`src/rtl/pulse_catcher_pkg.sv`:
```
// Shared types and helpers for the pulse_catcher level-handshake receiver.
package pulse_catcher_pkg;

  typedef enum logic {
    ST_WAIT_HIGH = 1'b0,
    ST_WAIT_LOW  = 1'b1
  } state_t;

  // Largest value a pending counter of the given width can hold.
  function automatic int unsigned full_count(input int unsigned cnt_width);
    return (32'd1 << cnt_width) - 32'd1;
  endfunction

endpackage

```
`src/rtl/sync_chain.sv`:
```
// Multi-flop synchronizer for a single asynchronous level; resets to 0.
module sync_chain #(
  parameter int SYNC_STAGES = 2
) (
  input  logic CLK,
  input  logic RST,
  input  logic d,
  output logic q
);

  logic [SYNC_STAGES:0] sync_reg;

  assign sync_reg[0] = d;

  for (genvar gi = 0; gi < SYNC_STAGES; gi++) begin : g_stage
    always_ff @(posedge CLK or posedge RST) begin
      if (RST) begin
        sync_reg[gi+1] <= 1'b0;
      end else begin
        sync_reg[gi+1] <= sync_reg[gi];
      end
    end
  end

  assign q = sync_reg[SYNC_STAGES];

endmodule

```
`src/rtl/pulse_catcher.sv`:
```
// Turns each high interval of a synchronized request level into exactly one
// queued event, drained one per accepted OUT_VALID/OUT_READY transfer.
module pulse_catcher
  import pulse_catcher_pkg::*;
#(
  parameter int SYNC_STAGES = 2,
  parameter int CNT_WIDTH   = 4
) (
  input  logic                 CLK,
  input  logic                 RST,
  input  logic                 IN,
  output logic                 ACK,
  output logic                 OUT_VALID,
  input  logic                 OUT_READY,
  output logic [CNT_WIDTH-1:0] PENDING,
  output logic                 OVERFLOW,
  input  logic                 CLR_OVF
);

  localparam logic [CNT_WIDTH-1:0] FULL = CNT_WIDTH'(full_count(CNT_WIDTH));

  logic                 in_sync;
  state_t               state_reg, state_next;
  logic                 event_rec;
  logic                 pop;
  logic [CNT_WIDTH-1:0] pending_reg, pending_next;
  logic                 overflow_reg, overflow_next;

  sync_chain #(
    .SYNC_STAGES(SYNC_STAGES)
  ) u_sync (
    .CLK(CLK),
    .RST(RST),
    .d  (IN),
    .q  (in_sync)
  );

  always_ff @(posedge CLK or posedge RST) begin
    if (RST) begin
      state_reg    <= ST_WAIT_HIGH;
      pending_reg  <= '0;
      overflow_reg <= 1'b0;
    end else begin
      state_reg    <= state_next;
      pending_reg  <= pending_next;
      overflow_reg <= overflow_next;
    end
  end

  // One event on entry to each high interval; re-arm only once s drops.
  always_comb begin
    state_next = state_reg;
    event_rec  = 1'b0;
    unique case (state_reg)
      ST_WAIT_HIGH: begin
        if (in_sync) begin
          event_rec  = 1'b1;
          state_next = ST_WAIT_LOW;
        end
      end
      ST_WAIT_LOW: begin
        if (!in_sync) begin
          state_next = ST_WAIT_HIGH;
        end
      end
      default: state_next = ST_WAIT_HIGH;
    endcase
  end

  assign pop = OUT_VALID & OUT_READY;

  // Clear is applied first so a coinciding overflow still sets the flag.
  always_comb begin
    pending_next  = pending_reg;
    overflow_next = overflow_reg;
    if (CLR_OVF) begin
      overflow_next = 1'b0;
    end
    if (event_rec && !pop) begin
      if (pending_reg == FULL) begin
        overflow_next = 1'b1;
      end else begin
        pending_next = pending_reg + 1'b1;
      end
    end else if (pop && !event_rec) begin
      pending_next = pending_reg - 1'b1;
    end
  end

  assign ACK       = in_sync;
  assign OUT_VALID = |pending_reg;
  assign PENDING   = pending_reg;
  assign OVERFLOW  = overflow_reg;

endmodule

```
`config.mk`:
```
export PLATFORM = sky130hd
export DESIGN_NAME = pulse_catcher
export DESIGN_NICKNAME = d
export VERILOG_FILES = /design/src/rtl/pulse_catcher_pkg.sv /design/src/rtl/sync_chain.sv /design/src/rtl/pulse_catcher.sv
export SDC_FILE = /design/constraint.sdc
export NUM_CORES = 1
export LEC_CHECK = 0
export ABC_CLOCK_PERIOD_IN_PS = 2950
export CAP_MARGIN = 25
export CORE_AREA = 2 2 39 41
export CTS_CLUSTER_SIZE = 12
export DETAILED_ROUTE_END_ITERATION = 12
export DIE_AREA = 0 0 41 43
export DONT_BUFFER_PORTS = 1
export PLACE_DENSITY = 0.52
export SLEW_MARGIN = 20
export SYNTH_ARGS = -nofsm -noshare
export SYNTH_HDL_FRONTEND = slang
export SYNTH_SLANG_ARGS = --single-unit
```
`constraint.sdc`:
```
create_clock -name CLK -period 2.95 [get_ports CLK]
set_input_delay 0.4425 -clock CLK [delete_from_list [all_inputs] [get_ports CLK]]
set_output_delay 0.4425 -clock CLK [all_outputs]
set_load 0.1 [all_outputs]
```
==> results of run 1 <==
final cells by class:
type | count | area, µm²
clock buffer | 3 | 22.5
inverter | 2 | 7.51
multi-input combinational | 20 | 183
timing repair buffer | 5 | 37.5
fill | 144 | 913
tap | 16 | 20.0
sequential | 8 | 200
per-stage QoR:
step,instances,hold slack (ps)
3_3_place_gp,51,293
3_5_place_dp,51,299
5_1_grt,54,20.6
4_1_cts,54,23.5
6_report,54,24.5
2_1_floorplan,30,258
per-layer routing:
metal	vias to the layer above	global-route usage [%]	part of all wire, %
li1	121	-	-
met1	121	11.8	43
met2	9	12.5	47
met3	2	3.14	8.2
met4	0	10.0	1.3
met5	-	0	0
logic make-up (layout without fill, tap and decap cells):
logic type | Yosys count | after routing | share of synthesized area (%)
flops | 8 | 8 | 51.3
simple gates | 7 | 7 | 10.9
compound gates | 4 | 4 | 9.30
fa+ha+maj | 3 | 3 | 11.5
xor+xnor | 3 | 3 | 6.73
mux | 3 | 3 | 8.33
buf+inv | 2 | 10 | 1.92
path summary, 6_finish.rpt:
check	from	end	slack, ps	depth (start not counted)
setup / recovery	PENDING[0]	PENDING[3]	650	7
hold / removal	RST	u_sync.sync_reg[1]	20	1
setup reg to reg	PENDING[0]	PENDING[3]	650	7
hold reg to reg	u_sync.sync_reg[1]	u_sync.q	350	0
max in group asynchronous	RST	PENDING[1]	2690	1
min in group CLK	IN	u_sync.sync_reg[1]	220	0
synthesized netlist by cell type:
| library cell | instances | area (µm²) |
|---|---|---|
| a21o_2 | 1 | 8.76 |
| a21oi_1 | 1 | 5.00 |
| dfrtp_1 | 8 | 200 |
| fa_1 | 1 | 20.0 |
| ha_1 | 2 | 25.0 |
| inv_1 | 2 | 7.51 |
| mux2_1 | 2 | 22.5 |
| mux2i_1 | 1 | 10.0 |
| nand2_1 | 1 | 3.75 |
| nand2_2 | 1 | 6.26 |
| nand3_1 | 1 | 5.00 |
| nand4_1 | 1 | 6.26 |
| nor2b_1 | 1 | 6.26 |
| o22ai_1 | 1 | 6.26 |
| o41ai_2 | 1 | 16.3 |
| or2_2 | 1 | 6.26 |
| or4_2 | 1 | 8.76 |
| xor2_1 | 3 | 26.3 |
==> run metrics, run 1 <==
status=finished, final reports clean; worst slack, placed=640 ps; first-pass GRT wire length=1080 µm; Syn Area/Cell=13.0 µm²; Hold Vio Cnt, Final=0; critical path required time=3120 ps; Clock Path Buffers=2; final worst-path setup slack=647 ps; gpl congestion=0.668; CTS resizes=0; vias in the first global route=256; total number of yosys warnings=0; crit share post-route=78.1%; Max-slew headroom=39.9%; sum of buffers and inverters on the critical path=0; diode count=0; Worst Hold Class=primary input to asynchronous set/reset pin; post-synthesis cell type count=18; Worst setup EP type=flop; Max Fclk=434 MHz; Reg clk slew, reported paths=50 ps; DRT Wirelength=623 µm; Die Wd=41 µm; maxcap violations=0; Clock Sinks=8; share of cells above drive strength 1=34.2%; flops & latches, synth=8; Hold Buf Count CTS=0; drt via density=4.69; WL/cell=11.5 µm; Std-Cell Core Area=1380 µm²; Mapped Cells=30; Critical Path AT=2480 ps; Post-Syn Area=390 µm²; Syn-to-layout area delta=20.5%; H-tree depth=1; Placed Area=448 µm²; setup bufs post-CTS=0; antenna-violating nets left=0; port buffer count=0; Crit Path Category=flop to flop; Clock Skews=2.56 ps; crit-path cells=o41ai_2 > nand2_1 > ha_1 > a21o_2 > a21oi_1 > mux2i_1 > xor2_1; Final TNS setup=0 ps; final setup vio count=0; hpwl dp=497 µm; most common cell after layout, fill and taps aside=dfrtp_1; max reg flops=4; Clock Tree Root=clkbuf_4; sequential element share of the synthesized area=51.3%; commonest cells after routing, fill and taps aside=8 x dfrtp_1, 5 x buf_4, 3 x xor2_1, 3 x clkbuf_4; First-pass DRT Iterations=3; syn_nets=38; row cnt=14; Die H=43 µm; CTS buffer count=3; post-route design area=470 µm²; unrepaired setup endpoints after global routing=no; initial antenna violation count=0; Worst Max-Slew Pin Slew=901 ps; CP max FO=7; Worst path slowest cell=dfrtp_1; die area=1760 µm²; drt initial violations=4; pins over their slew limit=0; Via Count=253; drt drc=0; Core Util, Final=34.0%; Setup crit start kind=flop; Skew-Pair Late Insertion Delay=250 ps; largest net degree at the start of global routing=9; Ports=12; Worst path max stage delay=470 ps; nets=48; Total Routing Usage GR=9.78%; total gr overflow=0; TritonCTS clock tree=done; Min Clock Period, post-route=2300 ps; Starting Density=28.2%; CP delay by family, top=compound AO/OA/AOI/OAI gates
Power of run 1 is not shown: default switching activity piles up to over one toggle a cycle in this logic, so the estimate is an artifact.
==> run 2: changes to the inputs <==
ABC_CLOCK_PERIOD_IN_PS = 1900   (was 2950)
PLACE_DENSITY = 0.53   (was 0.52)
clock period = 1.9 ns   (was 2.95 ns; I/O delays follow)
==> run 2 against run 1 <==
Compared with the run above:
- the flow now finishes with violations (setup timing)
- global-route usage increased by 5.3 points
- utilization increased by 13 points
- die area unchanged
- critical path type unchanged
- highest routed layer unchanged
==> run metrics, run 2 (synthesis results as in run 1) <==
status=complete, but fails checks; failing checks=setup timing; unrepaired setup endpoints after global routing=yes; Reg clk slew, reported paths=70 ps; Total Routing Usage GR=15.1%; Critical Path AT=2260 ps; worst slack, placed=-176 ps; diode count=0; Worst Max-Slew Pin Slew=315 ps; most common cell after layout, fill and taps aside=buf_4; Syn-to-layout area delta=68.3%; Worst Hold Class=primary input to flop; Clock Skews=14.6 ps; gpl congestion=0.815; First-pass DRT Iterations=2; drt via density=4.82; hpwl dp=665 µm; WL/cell=13.7 µm; share of cells above drive strength 1=70.0%; Hold Vio Cnt, Final=0; Std-Cell Core Area=1380 µm²; vias in the first global route=362; commonest cells after routing, fill and taps aside=12 x buf_4, 3 x dfrtp_1, 3 x dfrtp_4, 3 x xor2_1, 3 x clkbuf_4; crit share post-route=109%; port buffer count=0; Crit Path Category=flop to flop; Starting Density=28.2%; initial antenna violation count=0; die area=1760 µm²; Clock Sinks=8; drt drc=0; max reg flops=4; Max Fclk=482 MHz; Worst setup EP type=flop; final setup vio count=4; Final TNS setup=-499 ps; Die H=43 µm; Setup crit start kind=flop; drt initial violations=4; final worst-path setup slack=-173 ps; pins over their slew limit=0; antenna-violating nets left=0; Max-slew headroom=79.0%; Skew-Pair Late Insertion Delay=270 ps; CP max FO=4; largest net degree at the start of global routing=9; maxcap violations=0; total gr overflow=0; Die Wd=41 µm; hold slack final=54.7 ps; TritonCTS clock tree=done; Min Clock Period, post-route=2070 ps; Ports=12; Via Count=318; CTS buffer count=3; Clock Tree Root=clkbuf_4; critical path required time=2090 ps; Clock Path Buffers=2; DRT Wirelength=905 µm; first-pass GRT wire length=1640 µm; nets=59; row cnt=14; H-tree depth=1; Core Util, Final=47.5%
## run 2: path summary, 6_finish.rpt
| path | startpoint | endpoint | slack, ps | cells past startpoint |
|---|---|---|---|---|
| setup reg to reg | PENDING[2] | PENDING[3] | -170 | 7 |
| min in group asynchronous | RST | PENDING[0] | 400 | 2 |
| hold reg to reg | u_sync.sync_reg[1] | u_sync.q | 350 | 0 |
| max in group asynchronous | RST | u_sync.q | 1230 | 2 |
| setup / recovery | PENDING[2] | PENDING[3] | -170 | 7 |
| hold / removal | IN | u_sync.sync_reg[1] | 50 | 0 |
## run 2: per-stage QoR
stage / area, µm² / instances
detailed placement: 553 / 57
global placement: 553 / 57
floorplan: 438 / 30
CTS: 641 / 65
global route: 657 / 66
finish: 657 / 66
## run 2: repair_timing
| item | in CTS | in global routing |
|---|---|---|
| resized for setup | 6 | 2 |
| endpoints found under the hold margin | 8 | 0 |
| endpoints found under the setup margin | 4 | 4 |
| buffers inserted | 3 | 1 |
| pin swaps | 2 | 2 |
| hold buffers | 1 | 0 |
## run 2: final cells by class
type | instances | area, µm²
repair buffers | 16 | 151
well taps | 16 | 20.0
inverters | 2 | 7.51
clock buffers | 4 | 26.3
fillers | 128 | 727
flip-flops and latches | 8 | 214
multi-input cells | 20 | 238
## run 2: per-layer routing
| layer | vias to the layer above | GRT usage [%] | part of all wire, % |
|---|---|---|---|
| met2 | 8 | 22.5 | 53 |
| met3 | 2 | 7.85 | 4.0 |
| met5 | - | 0 | 0 |
| li1 | 147 | - | - |
| met4 | 0 | 10.0 | 1.9 |
| met1 | 161 | 15.6 | 41 |
## run 2: worst max-delay path, cell delays in order, from the launching register on
cell and delay, ps:
dfrtp_4 490, o41ai_4 400, nand2_2 160, ha_4 230
a21o_2 210, a21oi_2 120, mux2i_1 220, xor2_1 160
Power of run 2 is left out for the same reason.
